**config.mk**
```make
export PLATFORM = sky130hd
export DESIGN_NAME = cpu_run_ctrl_flat
export DESIGN_NICKNAME = d
export VERILOG_FILES = /design/src/rtl/cpu_run_ctrl_if.sv /design/src/rtl/cpu_run_ctrl.sv /design/src/flat_wrapper.sv
export SDC_FILE = /design/constraint.sdc
export NUM_CORES = 1
export LEC_CHECK = 0
export BUFFER_PORTS_ARGS = -buffer_cell sky130_fd_sc_hd__buf_2
export CELL_PAD_IN_SITES_DETAIL_PLACEMENT = 1
export CELL_PAD_IN_SITES_GLOBAL_PLACEMENT = 2
export CORE_ASPECT_RATIO = 1.4
export CORE_MARGIN = 4
export CORE_UTILIZATION = 23
export CTS_CLUSTER_SIZE = 16
export DETAILED_ROUTE_END_ITERATION = 6
export PLACE_DENSITY_LB_ADDON = 0.1
export SKIP_LAST_GASP = 1
export SLEW_MARGIN = 20
export SYNTH_ARGS = -nofsm -noshare
export SYNTH_HDL_FRONTEND = slang
export SYNTH_SLANG_ARGS = --single-unit
```
**constraint.sdc**
```tcl
create_clock -name clk -period 2.5 [get_ports clk]
set_clock_uncertainty 0.1 [all_clocks]
set_input_delay 0.125 -clock clk [delete_from_list [all_inputs] [get_ports clk]]
set_output_delay 0.125 -clock clk [all_outputs]
set_load 0.02 [all_outputs]
```
**src/rtl/cpu_run_ctrl_if.sv**
```systemverilog
// Program-loader stream into the run controller: one 32-bit word per accepted
// valid/ready beat, with ld_last qualifying the final word.
interface cpu_run_ctrl_if;
  logic        ld_valid;
  logic [31:0] ld_data;
  logic        ld_last;
  logic        ld_ready;

  modport master (output ld_valid, ld_data, ld_last, input ld_ready);
  modport slave  (input ld_valid, ld_data, ld_last, output ld_ready);
endinterface

```
**src/rtl/cpu_run_ctrl.sv**
```systemverilog
// Run/load sequencer for the single-cycle core: streams a program into IMEM with
// the core held in reset, then free-runs or single-steps it through cpu_en.
module cpu_run_ctrl #(
  parameter int          IMEM_AW    = 8,
  parameter logic [31:0] HALT_INSTR = 32'hFFFF_FFFF,
  parameter int          CNT_W      = 32
) (
  input  logic               clk,
  input  logic               rst_n,
  input  logic               load_start,
  cpu_run_ctrl_if.slave      ld,
  input  logic               run_start,
  input  logic               step_req,
  input  logic               halt_req,
  input  logic [31:0]        instr,
  output logic               imem_we,
  output logic [IMEM_AW-1:0] imem_addr,
  output logic [31:0]        imem_wdata,
  output logic               cpu_rst_n,
  output logic               cpu_en,
  output logic [2:0]         state,
  output logic               done,
  output logic               err,
  output logic [CNT_W-1:0]   retired
);

  typedef enum logic [2:0] {
    IDLE = 3'd0,
    LOAD = 3'd1,
    RUN  = 3'd2,
    STEP = 3'd3,
    HALT = 3'd4
  } state_t;

  state_t             cur;
  logic [IMEM_AW-1:0] ptr;
  logic               is_halt;
  logic               accept;

  assign is_halt     = (instr == HALT_INSTR);
  assign ld.ld_ready = (cur == LOAD);
  assign accept      = rst_n & ld.ld_valid & (cur == LOAD);

  assign imem_we    = accept;
  assign imem_addr  = ptr;
  assign imem_wdata = ld.ld_data;
  assign state      = cur;

  // The halt word is gated off in the very cycle it is fetched, so it never executes.
  assign cpu_en = rst_n & (((cur == RUN) & ~is_halt & ~halt_req) |
                           ((cur == STEP) & ~is_halt));

  always_ff @(posedge clk) begin
    if (!rst_n) begin
      cur       <= IDLE;
      cpu_rst_n <= 1'b0;
      done      <= 1'b0;
      err       <= 1'b0;
      retired   <= '0;
      ptr       <= '0;
    end else begin
      if (cpu_en && (retired != '1))
        retired <= retired + CNT_W'(1);

      if (load_start) begin
        cur       <= LOAD;
        ptr       <= '0;
        err       <= 1'b0;
        done      <= 1'b0;
        retired   <= '0;
        cpu_rst_n <= 1'b0;
      end else begin
        case (cur)
          IDLE: begin
            if (run_start) begin
              cur       <= RUN;
              cpu_rst_n <= 1'b1;
              retired   <= '0;
            end else if (step_req) begin
              cur       <= STEP;
              cpu_rst_n <= 1'b1;
              retired   <= '0;
            end
          end
          LOAD: begin
            if (accept) begin
              ptr <= ptr + IMEM_AW'(1);
              if (ld.ld_last) begin
                cur <= IDLE;
              end else if (&ptr) begin
                // Last IMEM slot filled without ld_last: the program does not fit.
                err <= 1'b1;
                cur <= IDLE;
              end
            end
          end
          RUN: begin
            if (is_halt) begin
              cur  <= HALT;
              done <= 1'b1;
            end else if (halt_req) begin
              cur <= HALT;
            end
          end
          STEP: begin
            cur <= HALT;
            if (is_halt)
              done <= 1'b1;
          end
          HALT: begin
            if (!done) begin
              if (run_start)
                cur <= RUN;
              else if (step_req)
                cur <= STEP;
            end
          end
          default: begin
            cur       <= IDLE;
            cpu_rst_n <= 1'b0;
          end
        endcase
      end
    end
  end

endmodule

```
**src/flat_wrapper.sv**
```systemverilog
// flat-port wrapper written by rule: the top's interface ports become plain ports
module cpu_run_ctrl_flat 
#(
  parameter int          IMEM_AW    = 8,
  parameter logic [31:0] HALT_INSTR = 32'hFFFF_FFFF,
  parameter int          CNT_W      = 32
)
  (clk, rst_n, load_start, run_start, step_req, halt_req, instr, imem_we, imem_addr, imem_wdata, cpu_rst_n, cpu_en, state, done, err, retired, ld_ld_valid, ld_ld_data, ld_ld_last, ld_ld_ready);
  cpu_run_ctrl_if ld_i ();
  input  logic clk;
  input  logic rst_n;
  input  logic load_start;
  input  logic run_start;
  input  logic step_req;
  input  logic halt_req;
  input  logic [31:0] instr;
  output logic imem_we;
  output logic [IMEM_AW-1:0] imem_addr;
  output logic [31:0] imem_wdata;
  output logic cpu_rst_n;
  output logic cpu_en;
  output logic [2:0] state;
  output logic done;
  output logic err;
  output logic [CNT_W-1:0] retired;
  input wire logic [$bits(ld_i.ld_valid)-1:0] ld_ld_valid;
  input wire logic [$bits(ld_i.ld_data)-1:0] ld_ld_data;
  input wire logic [$bits(ld_i.ld_last)-1:0] ld_ld_last;
  output wire logic [$bits(ld_i.ld_ready)-1:0] ld_ld_ready;
  assign ld_i.ld_valid = ld_ld_valid;
  assign ld_i.ld_data = ld_ld_data;
  assign ld_i.ld_last = ld_ld_last;
  assign ld_ld_ready = ld_i.ld_ready;
  cpu_run_ctrl #(.IMEM_AW(IMEM_AW), .HALT_INSTR(HALT_INSTR), .CNT_W(CNT_W)) u_core (.clk(clk), .rst_n(rst_n), .load_start(load_start), .ld(ld_i), .run_start(run_start), .step_req(step_req), .halt_req(halt_req), .instr(instr), .imem_we(imem_we), .imem_addr(imem_addr), .imem_wdata(imem_wdata), .cpu_rst_n(cpu_rst_n), .cpu_en(cpu_en), .state(state), .done(done), .err(err), .retired(retired));
endmodule
```
==> results.tsv <==
stage	metric	value	unit
place	HPWL after DPL	6960	um
worst_setup_path	crit-path max FO	17	
worst_setup_path	CP Launch Type	register	
place	routability cong.	0.726	
clock_network	CTS Buf Count	5	
worst_setup_path	Worst Reg-to-Reg Cells	5	
status	status	completed	
yosys	Syn. warnings	0	
yosys	Main synth FF type	dfxtp_1	
timing	Final WS setup	0.228	ns
worst_hold_path	Hold Path Cell Cnt	3	
floorplanning	Die H	135	um
floorplanning	Core Area	11300	sq um
yosys	biggest area consumer among synthesized cells	dfxtp_1	
finish	Reg area	921	sq um
timing	setup violators final	0	
place	I/O Buffers	88	
finish	FILL cells	1380	
floorplanning	Die X-Extent	98.8	um
route	WL/cell	16.8	um
yosys	register area share after synthesis	34.7	%
finish	layout cell share with drive strength beyond 1	34.5	%
clock_network	clk_lat worst skew	0.29	ns
worst_setup_path	Worst Path Arrival	2.39	ns
job	Max Cap Violations	0	
yosys	Synth area leaders	dfxtp_1 35%, buf_4 9.6%, or4_1 5.6%	
worst_hold_path	Hold Crit Class	in -> reg	
timing	worst-margin pin slew	0.542	ns
global_route	number of global-route vias before repair	2690	
floorplanning	die area	13400	sq um
clock_network	root buf cell	clkbuf_16	
yosys	library cells used by synthesis	44	
clock_network	clk buf depth	2	
clock_network	Sink Count	46	
worst_setup_path	R2R setup slack	0.23	ns
floorplanning	row cnt	46	
yosys	Post-synth EDFFs	0	
route	DR vias/cell	5.01	
power_and_ir_drop	Max IR drop VDD	381	uV
timing	final hold vios	0	
yosys	Syn Inst Count	324	
timing	max-slew violation count	0	
place	post-place setup slack	0.140	ns
timing	Slew headroom	63.9	%
timing	Tmin final	2.27	ns
global_route	first-pass GRT wire length	14400	um
timing	RSZ-0062 raised after global routing	false	
finish	Antenna Cells	0	
floorplanning	initial core utilization	23.4	%
finish	fin nets	467	
floorplanning	I/O pins	153	
timing	Final period util	90.9	%
worst_setup_path	CP Class	reg -> reg	
clock_network	H-tree Lvls	2	
power_and_ir_drop	total power	1640	uW
global_route	largest net degree at the start of global routing	32	
timing	Final TNS setup	0	ns
route	1st-pass router iterations	4	
global_route	remaining global-route overflow	0	
worst_setup_path	CP required	2.62	ns
finish	area of the multi-input gates	1420	sq um
route	DR vias	2696	
power_and_ir_drop	pwr dens	493	nW/um^2
yosys	number of synthesized register bits	46	
finish	Area Growth Syn to Fin	25.1	%
clock_network	hold_buf cts	0	
clock_network	cts repair resizes	0	
clock_network	Post-CTS Setup Inserts	0	
route	# DRC	0	
route	Initial DRC Count	44	
route	final wirelength	9050	um
power_and_ir_drop	leakage	0.00128	uW
yosys	synthesized area	2660	sq um
yosys	Post-synth ARST share	0	%
route	Routed Antenna Nets	0	
clock_network	Reg clk slew, reported paths	0.07	ns
worst_setup_path	Worst Setup End Kind	register	
yosys	Avg Inst Size Synth	8.20	sq um
global_route	Tot GR Track Use	13.5	%
global_route	number of antenna violations at the first check in global routing	0	
timing	fmax	0.440	GHz
yosys	post-synth top area share	34.7	%
clock_network	CTS tree	built	
yosys	syn nets	398	
[through the flow]
step,cell area (sq um),utilization (%),hold WS (ns),instances
2_1_floorplan,2660,-,0.179,324
3_3_place_gp,3150,27.8,0.150,530
3_5_place_dp,3150,27.8,0.150,530
4_1_cts,3320,29.3,0.0272,538
5_1_grt,3330,29.3,0.0543,538
6_report,3330,29.3,0.0431,538
[cell type report]
class | instances | area share, %
flip-flops and latches | 46 | 27.7
repair buffers | 112 | 18.7
inverters | 4 | 0.451
clock inverters | 3 | 1.35
clock buffers | 5 | 3.76
multi-input cells | 224 | 42.7
well taps | 144 | 5.42
[critical path, stage by stage (launching register included)]
cell and delay (ns):
dfxtp_1 0.40, and4_4 0.28, nand3_1 0.12, a2111o_1 0.60, or4_1 0.54, a21oi_1 0.15
[logic make-up after synthesis]
group / count (synthesis) / share of synthesized area (%)
buf+inv: 54 / 12.6
xor+xnor: 7 / 2.31
simple gates: 140 / 30.4
flops: 46 / 34.7
mux: 8 / 3.01
fa+ha+maj: 2 / 0.941
compound gates: 67 / 16.1
[Yosys cell counts (all sizes together), types with 3 or more instances]
library cell  number
a21oi             26
and2               3
and3               6
and4               4
buf               40
clkbuf            10
dfxtp             46
inv                4
mux2i              8
nand2             26
nand2b             3
nand3             14
nand4             17
nor2              16
nor4              12
o21ai              8
o31ai             18
or2                9
or3                4
or4               20
xor2               6
[power by group]
part	internal [uW]	switching, uW
logic	51.4	66.4
clock network	472	311
registers	736	2.26
total	1260	379
[per-layer routing]
| metal | track usage [%] | up-vias | routed length [um] |
|---|---|---|---|
| li1 | - | 1315 | - |
| met1 | 15.1 | 1268 | 3650 |
| met2 | 24.3 | 95 | 4590 |
| met3 | 3.61 | 18 | 599 |
| met4 | 4.78 | 0 | 214 |
| met5 | 0 | - | 0 |
[layout by cell type, fill, tap and decap left out, drive strengths merged, types with 4 or more instances in the layout]
cell type	count
nand4	17
clkbuf	5
nand2	26
o21ai	8
xor2	6
nand3	14
or2	9
nor4	12
dfxtp	46
nor2	16
and3	6
buf	112
mux2i	8
a21oi	26
or4	20
inv	4
or3	4
o31ai	18
and4	4
[worst paths after layout]
kind	startpoint	end
hold / removal	load_start	u_core.err
setup / recovery	u_core.retired[3]	u_core.retired[21]
setup reg to reg	u_core.retired[3]	u_core.retired[21]
hold reg to reg	u_core.err	u_core.err
[registers in the layout, indices dropped and copies added (netlist names)]
register	cells
u_core.retired	32
u_core.err	1
u_core.done	1
u_core.state	3
u_core.imem_addr	8
u_core.cpu_rst_n	1
(Power assumes the default switching activity.)
